File: src/rtl/hs_ram_arbiter.sv
// hs_ram_arbiter: hands the game work-RAM port to the hiscore engine.
// Requests a CPU pause, waits for ack + settle, grants, then drains.
//
// Ports:
//   clk_sys, reset         clock, async active-high reset
//   hs_intent_rd/_wr       hiscore engine wants the port (level)
//   hs_strobe/we/addr/wdata one byte access, honoured while granted
//   hs_rdata/hs_rvalid     read return, two cycles after the strobe
//   hs_grant               port owned by the hiscore engine
//   hs_fail                one-cycle pulse when the pause times out
//   pause_req/cpu_paused   handshake with the pause system
//   ram_sel/addr/din/we    registered drive into the core's RAM mux
//   ram_dout               synchronous RAM read data (1-cycle latency)
module hs_ram_arbiter #(
   parameter int AW      = 12,
   parameter int SETTLE  = 4,
   parameter int TIMEOUT = 65535
) (
   input  logic          clk_sys,
   input  logic          reset,
   input  logic          hs_intent_rd,
   input  logic          hs_intent_wr,
   input  logic          hs_strobe,
   input  logic          hs_we,
   input  logic [AW-1:0] hs_addr,
   input  logic [7:0]    hs_wdata,
   output logic [7:0]    hs_rdata,
   output logic          hs_rvalid,
   output logic          hs_grant,
   output logic          hs_fail,
   output logic          pause_req,
   input  logic          cpu_paused,
   output logic          ram_sel,
   output logic [AW-1:0] ram_addr,
   output logic [7:0]    ram_din,
   output logic          ram_we,
   input  logic [7:0]    ram_dout
);

   typedef enum logic [2:0] {
      S_IDLE,
      S_PWAIT,
      S_SETTLE,
      S_GRANT,
      S_DRAIN
   } state_t;

   localparam logic [3:0]  SETTLE_LAST = 4'(SETTLE - 1);
   localparam logic [15:0] TMO_LIMIT   = 16'(TIMEOUT);

   state_t        state_q, state_d;
   logic [15:0]   tmo_q, tmo_d;
   logic [3:0]    wcnt_q, wcnt_d;
   logic          pause_req_q, pause_req_d;
   logic          ram_sel_q, ram_sel_d;
   logic          hs_grant_q, hs_grant_d;
   logic          hs_fail_q, hs_fail_d;
   logic          ram_we_q, ram_we_d;
   logic          rd_issue_q, rd_issue_d;
   logic          hs_rvalid_q, hs_rvalid_d;
   logic [AW-1:0] ram_addr_q, ram_addr_d;
   logic [7:0]    ram_din_q, ram_din_d;

   logic intent;
   logic accept;

   assign intent = hs_intent_rd | hs_intent_wr;

   // A strobe that coincides with the intent drop is not taken.
   assign accept = (state_q == S_GRANT) & intent & hs_strobe;

   always_comb begin
      state_d = state_q;
      tmo_d   = tmo_q;
      wcnt_d  = wcnt_q;
      unique case (state_q)
         S_IDLE: begin
            tmo_d  = '0;
            wcnt_d = '0;
            if (intent) state_d = S_PWAIT;
         end
         S_PWAIT: begin
            tmo_d  = tmo_q + 16'd1;
            wcnt_d = '0;
            if (tmo_q == TMO_LIMIT || !intent)
               state_d = S_IDLE;
            else if (cpu_paused)
               state_d = S_SETTLE;
         end
         S_SETTLE: begin
            // Timeout count is held so a pause bounce
            // keeps counting toward the same limit.
            wcnt_d = wcnt_q + 4'd1;
            if (!intent) begin
               state_d = S_IDLE;
            end else if (!cpu_paused) begin
               state_d = S_PWAIT;
            end else if (wcnt_q == SETTLE_LAST) begin
               state_d = S_GRANT;
               wcnt_d  = '0;
            end
         end
         S_GRANT: begin
            wcnt_d = '0;
            if (!intent) state_d = S_DRAIN;
         end
         S_DRAIN: begin
            // Two cycles let the last read return.
            wcnt_d = wcnt_q + 4'd1;
            if (wcnt_q == 4'd1) state_d = S_IDLE;
         end
         default: begin
            state_d = S_IDLE;
         end
      endcase
   end

   always_comb begin
      pause_req_d = (state_d != S_IDLE);
      ram_sel_d   = (state_d == S_SETTLE) |
                    (state_d == S_GRANT)  |
                    (state_d == S_DRAIN);
      hs_grant_d  = (state_d == S_GRANT);
      // Pulses in the cycle the counter hits the limit.
      hs_fail_d   = (state_d == S_PWAIT) &
                    (tmo_d == TMO_LIMIT);
      ram_we_d    = accept & hs_we;
      rd_issue_d  = accept & ~hs_we;
      hs_rvalid_d = rd_issue_q;
      ram_addr_d  = accept ? hs_addr  : ram_addr_q;
      ram_din_d   = accept ? hs_wdata : ram_din_q;
   end

   always_ff @(posedge clk_sys or posedge reset) begin
      if (reset) begin
         state_q     <= S_IDLE;
         tmo_q       <= '0;
         wcnt_q      <= '0;
         pause_req_q <= 1'b0;
         ram_sel_q   <= 1'b0;
         hs_grant_q  <= 1'b0;
         hs_fail_q   <= 1'b0;
         ram_we_q    <= 1'b0;
         rd_issue_q  <= 1'b0;
         hs_rvalid_q <= 1'b0;
         ram_addr_q  <= '0;
         ram_din_q   <= '0;
      end else begin
         state_q     <= state_d;
         tmo_q       <= tmo_d;
         wcnt_q      <= wcnt_d;
         pause_req_q <= pause_req_d;
         ram_sel_q   <= ram_sel_d;
         hs_grant_q  <= hs_grant_d;
         hs_fail_q   <= hs_fail_d;
         ram_we_q    <= ram_we_d;
         rd_issue_q  <= rd_issue_d;
         hs_rvalid_q <= hs_rvalid_d;
         ram_addr_q  <= ram_addr_d;
         ram_din_q   <= ram_din_d;
      end
   end

   assign pause_req = pause_req_q;
   assign ram_sel   = ram_sel_q;
   assign hs_grant  = hs_grant_q;
   assign hs_fail   = hs_fail_q;
   assign ram_we    = ram_we_q;
   assign ram_addr  = ram_addr_q;
   assign ram_din   = ram_din_q;
   assign hs_rvalid = hs_rvalid_q;

   // RAM data arrives the cycle rvalid is high; it is
   // forced to zero otherwise so reset leaves it clean.
   assign hs_rdata = hs_rvalid_q ? ram_dout : 8'h00;

endmodule

File: config.mk
export PLATFORM = sky130hd
export DESIGN_NAME = hs_ram_arbiter
export DESIGN_NICKNAME = d
export VERILOG_FILES = /design/src/rtl/hs_ram_arbiter.sv
export SDC_FILE = /design/constraint.sdc
export NUM_CORES = 1
export LEC_CHECK = 0
export ABC_AREA = 1
export BUFFER_PORTS_ARGS = -buffer_cell sky130_fd_sc_hd__buf_4
export CAP_MARGIN = 20
export CORE_MARGIN = 1.5
export CORE_UTILIZATION = 47
export DETAILED_ROUTE_END_ITERATION = 7
export PLACE_DENSITY = 0.83
export RECOVER_POWER = 25
export SYNTH_ARGS = -nofsm -noshare
export SYNTH_HDL_FRONTEND = slang
export SYNTH_SLANG_ARGS = --single-unit
File: constraint.sdc
create_clock -name clk_sys -period 1.7 [get_ports clk_sys]
set_clock_uncertainty 0.2 [all_clocks]
set_input_delay 0.255 -clock clk_sys [delete_from_list [all_inputs] [get_ports clk_sys]]
set_output_delay 0.255 -clock clk_sys [all_outputs]
set_load 0.03 [all_outputs]
==> impl_metrics.toml <==
[power_and_ir_drop]
vdd_ir_drop_max_mv = 1.12
cellLeakagePower_nw = 1.93
powerDensity_nw_per_um2 = 1350

[placed_design]
place_area_sq_um = 3240
place_ws_ns = -0.103
dpl.hpwl_um = 4640
place_inst = 450
port_buffers = 68
gp_congestion = 0.908

[die]
design.die.area_sq_um = 5770
die_y_um = 76.0
placementRows = 26
ios = 69
core_sq_um = 5110
die_w_um = 76.0
start_util_pct = 49.0

[clocking]
cts_made_buffers = 5
clk_latency_ns = 0.31
clock-sinks = 50
cts-root-buf = "clkbuf_8"
htree_levels = 2
clk_path_buf_depth = 2
cts_tree = "yes"
clk_pin_slew_ns = 0.10

[synth]
syn_area_sq_um = 2500
synth_seq_cells = 50
synth_cell_types = 20
avgSynthCellArea_sq_um = 8.43
yosysWarnings = 0
syn-num-nets = 335
syn_inst = 297
ys_seq_area_share_pct = 50.0

[layout]
design_area_sq_um = 3830
syn_to_final_growth_pct = 53.0
drive_gt1_share_pct = 40.8
nNetsFinal = 460
final_cells = 492
antenna_cells = 0

[drt]
drtPass1Iterations = 4
via_per_inst = 5.39
met3WireLength_um = 817
route.met2.wl_um = 4340
top_layer_used = "met4"
avgRoutedWirePerCell_um = 17.8
vias = 2654
ant_nets = 0
totalWireLength_um = 8770
drcViolationCount = 0
drtIter0Drc = 174
wl_met1_um = 3180

[critical_path]
worstPathMaxFanout = 3
critPathCaptureType = "flip-flop"
cp_data_required_time_ns = 1.75
worst-path-buf-inv = 0
crit_type = "reg -> reg"
crit_chain = "ha_4 > nand2_2 > nor2_4 > nand2_2 > nor2_4 > nor2_1 > nor2_2 > nand2_1 > nor2_1 > nand3_1 > nor2_1"
critPathArrivalTime_ns = 1.96
crit_path_max_incr_delay_ns = 0.41
start_kind = "flip-flop"
rrSetupSlack_ns = -0.21
cp_slowest_cell = "dfrtp_1"
crit_top_cell = "nor2_1"
cpLargestDelayFamily = "simple AND/OR/NAND/NOR gates"
critPathLaunch = "tmo_q[0]$_DFF_PP0_"
reg2reg_from = "tmo_q[0]$_DFF_PP0_"

[grt]
grt_max_degree = 51
grt_pass1_vias = 2658
globalRouteOverflowTotal = 0
grt_pass1_wl_um = 12200
antenna_found_initial = 0
grt_usage_pct = 27.1

[timing]
fmax_mhz = 523
fin_crit_sh_pct = 112
finalMaxSlewViolations = 0
hold_violations = 0
tightest_slew_ns = 0.679
setup_violations = 6
rsz0062_at_grt = "true"
timing.final.ws_setup_ns = -0.212
fin_crit_ns = 1.91
maxSlewHeadroom_pct = 54.7

[status]
violations = "setup timing"
outcome = "finished, violations left"

[worst_hold_path]
hp-class = "in -> reg"
hp-start = "hs_strobe"

[job]
maxCapViolCount = 0
what timing repair did:
| item | CTS | global route |
|---|---|---|
| pin swaps | 7 | 14 |
| gates resized for setup | 7 | 36 |
| cloned | 0 | 1 |
| hold buffers | 22 | 0 |
| buffers inserted | 4 | 8 |
| setup endpoints to repair | 1 | 38 |
| hold endpoints to repair | 71 | 0 |
Yosys cell counts:
library cell | count | share of area (%)
a21oi_1 | 2 | 0.40
buf_2 | 2 | 0.40
clkbuf_1 | 1 | 0.15
clkbuf_8 | 1 | 0.55
dfrtp_1 | 50 | 50
ha_1 | 3 | 1.5
inv_1 | 42 | 6.3
inv_2 | 1 | 0.15
mux2_2 | 20 | 9.0
nand2_1 | 73 | 11
nand2_2 | 5 | 1.2
nand2_4 | 1 | 0.45
nand3_1 | 25 | 5.0
nand4_1 | 3 | 0.75
nor2_1 | 48 | 7.2
nor2_2 | 7 | 1.7
nor2_4 | 4 | 1.8
o21ai_0 | 4 | 0.80
o22ai_1 | 1 | 0.25
xor2_1 | 4 | 1.4
through the flow:
step	hold slack, ns	TNS [ns]	power (mW)	util [%]
6_report	0.223	-0.515	5.17	75.0
5_1_grt	0.219	-1.21	5.36	75.0
4_1_cts	0.172	-0.174	4.78	71.1
3_5_place_dp	0.127	-0.103	3.85	63.5
3_3_place_gp	0.121	-0.0792	3.77	63.5
2_1_floorplan	0.121	0	3.00	-
flip-flops by register name, indices dropped and copies added (netlist names):
register	count
hs_rvalid_d	1
ram_din	8
ram_sel	1
hs_rvalid	1
state_q	3
ram_addr	12
ram_we	1
hs_fail	1
hs_grant	1
wcnt_q	4
pause_req	1
tmo_q	16
worst min-delay path: cells and delay by family:
family | cells | cell delay [ns]
buffers and inverters | 2 | 0.28
AND/OR/NAND/NOR | 2 | 0.15
logic make-up (layout without fill, tap and decap cells):
kind of cell | count (synthesis) | after routing | synth area share, %
buffers and inverters | 47 | 172 | 7.55
adders and majority gates | 3 | 3 | 1.50
muxes | 20 | 20 | 9.00
DFF | 50 | 50 | 50.0
and+or+nand+nor | 166 | 166 | 29.1
xor gates and xnor gates | 4 | 4 | 1.40
AOI/OAI and AO/OA | 7 | 7 | 1.45
final cells by class:
type	instances	area, sq um
Clock inverter	1	30.0
Clock buffer	6	82.6
Inverter	43	164
Sequential cell	50	1260
Multi-Input combinational cell	200	1190
Tap cell	70	87.6
Fill cell	309	1280
Timing Repair Buffer	122	1020
cell usage in the layout (no fill, tap or decap), types with 6 or more instances in the layout:
master          n
clkbuf_8        6
mux2_2         20
dlygate4sd3_1  22
nand2_2        10
nand2_1        68
nor2_1         37
inv_1          40
nand3_1        19
dfrtp_1        46
nor2_2         13
nor2_4          9
buf_4          91
worst paths after layout:
path                                            to  depth (start not counted)
setup / recovery                 hs_fail$_DFF_PP0_                         11
max in group asynchronous     state_q[2]$_DFF_PP0_                          4
hold / removal                    ram_we$_DFF_PP0_                          4
setup reg to reg                 hs_fail$_DFF_PP0_                         11
min in group asynchronous  ram_addr[6]$_DFFE_PP0P_                          4
hold reg to reg                hs_rvalid$_DFF_PP0_                          0
report_power, final:
| group | internal [mW] | total, mW | switching, mW |
|---|---|---|---|
| Sequential | 1.52 | 1.81 | 0.285 |
| Combinational | 1.04 | 2.48 | 1.44 |
| Clock | 0.472 | 0.882 | 0.410 |
layer usage:
metal / vias to the layer above / global-route usage, %
li1: 1166 / -
met5: - / 0
met2: 183 / 48.0
met4: 0 / 11.5
met3: 45 / 8.38
met1: 1260 / 30.0
No activity file was read; power rests on OpenSTA's default activity.
